===== src/rtl/led_serial_out.sv =====
`default_nettype none
// ============================================================================
// Module      : led_serial_out
// Description : GPIO write register plus a serialiser that pushes the 16-bit
//               LED image out to an external shift-register LED board.
//               A CPU write latches {GPIOf0, LED_out, counter_set} and marks a
//               frame pending; the FSM then clocks 16 bits out MSB first on
//               led_clk/led_sout and pulses LED_PEN to parallel-load the board.
//               A complete frame takes 34*DIV clk cycles.
// Ports       : clk          system clock, rising edge
//               RSTN         asynchronous active-low reset
//               EN           write strobe from the bus decoder
//               P_Data[31:0] write data
//               counter_set  P_Data[1:0] of the last write
//               LED_out      P_Data[17:2] of the last write
//               GPIOf0       P_Data[31:18] of the last write
//               led_clk      serial shift clock to the LED board
//               led_sout     serial data, MSB first
//               LED_PEN      parallel-load enable to the LED board
//               led_clrn     clear-not to the LED board, low during reset
//               busy         high while a frame is in flight
// Parameters  : DIV          clk cycles per led_clk half-period (1..255)
// Revision    : 1.0 - initial release
// ============================================================================
module led_serial_out #(
    parameter int DIV = 4
) (
    input  logic        clk,
    input  logic        RSTN,
    input  logic        EN,
    input  logic [31:0] P_Data,
    output logic [1:0]  counter_set,
    output logic [15:0] LED_out,
    output logic [13:0] GPIOf0,
    output logic        led_clk,
    output logic        led_sout,
    output logic        LED_PEN,
    output logic        led_clrn,
    output logic        busy
);

    // The divider also times the latch phase (2*DIV cycles, up to 510),
    // so it needs one bit more than DIV itself.
    localparam int              DIV_W      = 9;
    localparam logic [DIV_W-1:0] PHASE_LAST = DIV_W'(DIV - 1);
    localparam logic [DIV_W-1:0] LATCH_LAST = DIV_W'(2 * DIV - 1);
    localparam logic [DIV_W-1:0] DIV_ONE    = DIV_W'(1);
    localparam logic [4:0]       LAST_BIT   = 5'd15;
    localparam logic [4:0]       BIT_MAX    = 5'd16;

    typedef enum logic [1:0] {
        ST_IDLE  = 2'd0,
        ST_SHIFT = 2'd1,
        ST_LATCH = 2'd2
    } state_t;

    state_t           state_q,   state_d;
    logic [31:0]      data_q,    data_d;
    logic             pending_q, pending_d;
    logic [15:0]      shift_q,   shift_d;
    logic [4:0]       bit_cnt_q, bit_cnt_d;
    logic [DIV_W-1:0] div_q,     div_d;
    logic             phase_q,   phase_d;   // 0 = led_clk low half, 1 = high half
    logic             clrn_q,    clrn_d;

    always_ff @(posedge clk or negedge RSTN) begin
        if (!RSTN) begin
            state_q   <= ST_IDLE;
            data_q    <= '0;
            pending_q <= 1'b1;      // first frame after reset blanks the LEDs
            shift_q   <= '0;
            bit_cnt_q <= '0;
            div_q     <= '0;
            phase_q   <= 1'b0;
            clrn_q    <= 1'b0;
        end else begin
            state_q   <= state_d;
            data_q    <= data_d;
            pending_q <= pending_d;
            shift_q   <= shift_d;
            bit_cnt_q <= bit_cnt_d;
            div_q     <= div_d;
            phase_q   <= phase_d;
            clrn_q    <= clrn_d;
        end
    end

    always_comb begin
        state_d   = state_q;
        data_d    = data_q;
        pending_d = pending_q;
        shift_d   = shift_q;
        bit_cnt_d = bit_cnt_q;
        div_d     = div_q;
        phase_d   = phase_q;
        clrn_d    = 1'b1;

        // Writes are accepted in every state; the frame in flight works from
        // its own shift register copy, so it is never disturbed.
        if (EN) begin
            data_d    = P_Data;
            pending_d = 1'b1;
        end

        case (state_q)
            ST_IDLE: begin
                if (pending_q) begin
                    // Load the image that was registered before this edge; a
                    // write landing on this same edge keeps pending set and
                    // produces its own follow-up frame.
                    shift_d   = data_q[17:2];
                    if (!EN) begin
                        pending_d = 1'b0;
                    end
                    bit_cnt_d = '0;
                    div_d     = '0;
                    phase_d   = 1'b0;
                    state_d   = ST_SHIFT;
                end
            end

            ST_SHIFT: begin
                if (div_q == PHASE_LAST) begin
                    div_d = '0;
                    if (!phase_q) begin
                        phase_d = 1'b1;
                    end else begin
                        // End of the high half: led_clk falls, next bit.
                        phase_d = 1'b0;
                        shift_d = {shift_q[14:0], 1'b0};
                        if (bit_cnt_q != BIT_MAX) begin
                            bit_cnt_d = bit_cnt_q + 5'd1;
                        end
                        if (bit_cnt_q == LAST_BIT) begin
                            state_d = ST_LATCH;
                        end
                    end
                end else begin
                    div_d = div_q + DIV_ONE;
                end
            end

            ST_LATCH: begin
                if (div_q == LATCH_LAST) begin
                    div_d   = '0;
                    state_d = ST_IDLE;
                end else begin
                    div_d = div_q + DIV_ONE;
                end
            end

            default: begin
                state_d = ST_IDLE;
            end
        endcase
    end

    assign counter_set = data_q[1:0];
    assign LED_out     = data_q[17:2];
    assign GPIOf0      = data_q[31:18];

    // Serial outputs are decoded from state so that reset clears them at once
    // and no partial LED_PEN pulse can escape an aborted frame.
    assign led_clk  = (state_q == ST_SHIFT) && phase_q;
    assign led_sout = (state_q == ST_SHIFT) && shift_q[15];
    assign LED_PEN  = (state_q == ST_LATCH);
    assign busy     = (state_q != ST_IDLE);
    assign led_clrn = clrn_q;

endmodule
`default_nettype wire


===== config.mk =====
export PLATFORM = sky130hd
export DESIGN_NAME = led_serial_out
export DESIGN_NICKNAME = d
export VERILOG_FILES = /design/src/rtl/led_serial_out.sv
export SDC_FILE = /design/constraint.sdc
export NUM_CORES = 1
export LEC_CHECK = 0
export ABC_CLOCK_PERIOD_IN_PS = 3080
export BUFFER_PORTS_ARGS = -buffer_cell sky130_fd_sc_hd__buf_2
export CAP_MARGIN = 20
export CELL_PAD_IN_SITES_DETAIL_PLACEMENT = 0
export CELL_PAD_IN_SITES_GLOBAL_PLACEMENT = 2
export CORE_ASPECT_RATIO = 1.25
export CORE_MARGIN = 5
export CORE_UTILIZATION = 39
export CTS_BUF_LIST = sky130_fd_sc_hd__clkbuf_2 sky130_fd_sc_hd__clkbuf_4 sky130_fd_sc_hd__clkbuf_8
export DETAILED_ROUTE_END_ITERATION = 7
export PLACE_DENSITY_LB_ADDON = 0.1
export SLEW_MARGIN = 5
export SYNTH_ARGS = -nofsm -noshare
export SYNTH_HDL_FRONTEND = slang
export SYNTH_SLANG_ARGS = --single-unit

===== constraint.sdc =====
create_clock -name clk -period 3.08 [get_ports clk]
set_input_delay 0.462 -clock clk [delete_from_list [all_inputs] [get_ports clk]]
set_output_delay 0.462 -clock clk [all_outputs]
set_load 0.005 [all_outputs]

==> results.md <==
- Total GRT Usage: 0.157
- Post-Synthesis Cell Area: ~0.0033 mm²
- Final hold violations: 0
- Leak Pwr: 1.74 nW
- Initial Util: 0.397
- Syn nets: roughly 330
- 1st-iter DRT viols: between 100 and 150
- VDD IR max: 411 µV
- Clk buf depth: 2
- GP Congestion: roughly 0.78
- Largest net degree at the start of global routing: 45
- Post-route DRC: 0
- Die area: 0.0103 mm²
- Seq pwr share: 0.375
- NumNets Final: between 400 and 500
- GR met1 Demand/Resource: 0.186
- Post-synth top area share: 0.508
- Setup Buffers After CTS: 0
- GR Util met3: 0.0483
- Hold slack: around 0.068 ns
- Core Region: 0.00819 mm²
- Die X: between 90 and 100 µm
- Grt total ovfl: 0
- Final Cycle Share: 0.774
- PnR worst setup slack: 0.696 ns
- Area Overhead vs Synth: 21.0%
- Gate power share: 0.364
- Antenna-violating nets left: 0
- Seq/Total Area, Yosys: 0.516
- PortBufs: 71
- FFs w/ async S/R, synth: 1.00
- Worst hold path class: in2async
- RSZ-0062 raised after global routing: no
- I/O pins: 72
- Int Pwr: 2.06 mW
- Hpwl dp: 5.48 mm
- DR pass1 iterations: 4
- Number of synthesized register bits: 67
- Worst-skew pair later-pin latency: ~0.35 ns
- EDFF count, synth: 0
- Row count: 37
- Fin Setup TNS: 0 ns
- Tmin final: between 2 and 2.5 ns
- Worst slack, placed: 0.768 ns
- CTS clk-pin slew, worst paths: 0.07 ns
- Root Buffer: clkbuf_8
- Max cap viols: 0
- H-Tree Level Count: 3
- Post-Syn Instances: 289
- CP Capture Type: output pin
- Share of cells above drive strength 1: 0.382
- Distinct cells, synth: 50
- CTS tree: built
- Critical Path RT: 2.62 ns
- Fin. max-slew vios: 0
- WL final: 7.81 mm
- GRT met2 Usage: 0.268
- Clock sinks: 67
- Synth Warn #: 0
- Post-DR wirelength/cell: 16.9 µm
- Vias/cell: about 5.5
- Vias: 2521
- Die Ht: roughly 110 µm
- Mean Syn Cell Area: around 11 µm²
- Normalized max-slew margin: 0.271
- Dpl cells: 445
- First-pass GRT wire length: 12.8 mm
- Post-Route Utilization: 0.480
- Cell taking the most area after synthesis: dfrtp_1
- Placed Area: 0.00370 mm²
- R2R cell count: 6
- Hold Buf Count CTS: 0
- Sw Share: 0.367
- Number of diodes: 0
- Synth cell count leaders: dfrtp_1, mux2_2, nand2_1, nand3_1, o211ai_1
- Vias in the first global route: 2549
- Count leader, synth: dfrtp_1
- Busiest grt layer: met2
- Net Sw Power: 1.19 mW
- Final instance count without filler cells: 461
- Clock power share: 0.261
- Status: completed
- Crit-path max FO: 44
- Post_cts resized: 0
- Tot Pwr: 3.25 mW
- Initial antenna violation count: 0
- CTS buffer count: 9
- Pwr per Cell Area: 826 mW/mm²
- Actual slew at the worst max-slew pin: ~1.1 ns
- Crit path launch type: flip-flop
- Top_reg_cell synth: dfrtp_1
- Max Freq: 419 MHz
- Critical Setup Path Class: reg2out
- Worst Skew: around 0.0067 ns
- Final Cell Area: 0.00394 mm²
- Area contributors post-synth: dfrtp_1, mux2_2, o211ai_1, nand3_1, a22oi_1
- Setup Viol. Count Final: 0
- CP Data Arrival Time: roughly 1.9 ns
[layout by cell type, fill, tap and decap left out, types with 2 or more instances in the layout]
cell,instances
buf_2,71
and3_1,3
o31ai_1,3
nand3_1,23
o311ai_0,3
o211ai_1,16
nor2_1,7
nor3_1,3
a31oi_1,3
dfrtp_1,66
and2_1,4
a22oi_1,14
nand3b_1,4
a41oi_1,3
bufinv_16,2
buf_4,6
nand2_1,23
inv_1,9
a21oi_1,4
ha_1,8
o21ai_0,6
nand4_1,5
nand4b_1,2
mux2_2,36
clkbuf_8,11
[metal layers]
layer / vias to the layer above / share of wire
li1: 1217 / -
met1: 1241 / 0.44
met2: 56 / 0.51
met3: 7 / 0.041
met4: 0 / 0.011
met5: - / 0
[registers in the layout, summed over array words and instances, names as in the netlist]
register and flops:
bit_cnt_q 5, state_q 2, phase_q 1, data_q 32, pending_q 1, div_q 9, shift_q 16, led_clrn 1
[power groups by stage]
stage | clock, mW | combinational (mW) | sequential, mW
floorplan | 0 | 0.833 | 1.20
global placement | 0 | 1.17 | 1.23
detailed placement | 0 | 1.20 | 1.23
CTS | 0.874 | 1.20 | 1.22
global route | 0.916 | 1.32 | 1.24
finish | 0.850 | 1.18 | 1.22
[worst max-delay path, stage by stage (launching register included)]
cell	delay (ns)
dfrtp_1	0.39
inv_1	0.10
ha_1	0.28
buf_4	0.43
and2_1	0.23
buf_2	0.12
[logic make-up after synthesis]
group,after synthesis,share of synthesized area
and+or+nand+nor,87,0.150
DFF,67,0.516
AOI/OAI and AO/OA,61,0.138
muxes,38,0.131
buffers and inverters,27,0.0335
adders and majority gates,8,0.0308
other,1,0.00115
[final cells by class]
type,instances,area [µm²]
fill,808,4260
clock inverter,4,72.6
tap,97,121
inverter,9,33.8
clock buffer,12,159
sequential,67,1680
multi-input combinational,195,1470
timing repair buffer,77,400
[path summary, 6_finish.rpt]
path | slack [ns] | end | startpoint
max in group asynchronous | 2.23 | shift_q[11] | RSTN
hold reg to reg | 0.51 | data_q[1] | data_q[1]
setup / recovery | 0.70 | led_sout | state_q[1]
setup reg to reg | 0.78 | shift_q[6] | state_q[1]
min in group clk | 0.34 | data_q[28] | P_Data[28]
hold / removal | 0.07 | data_q[14] | RSTN
(Power assumes the default switching activity.)
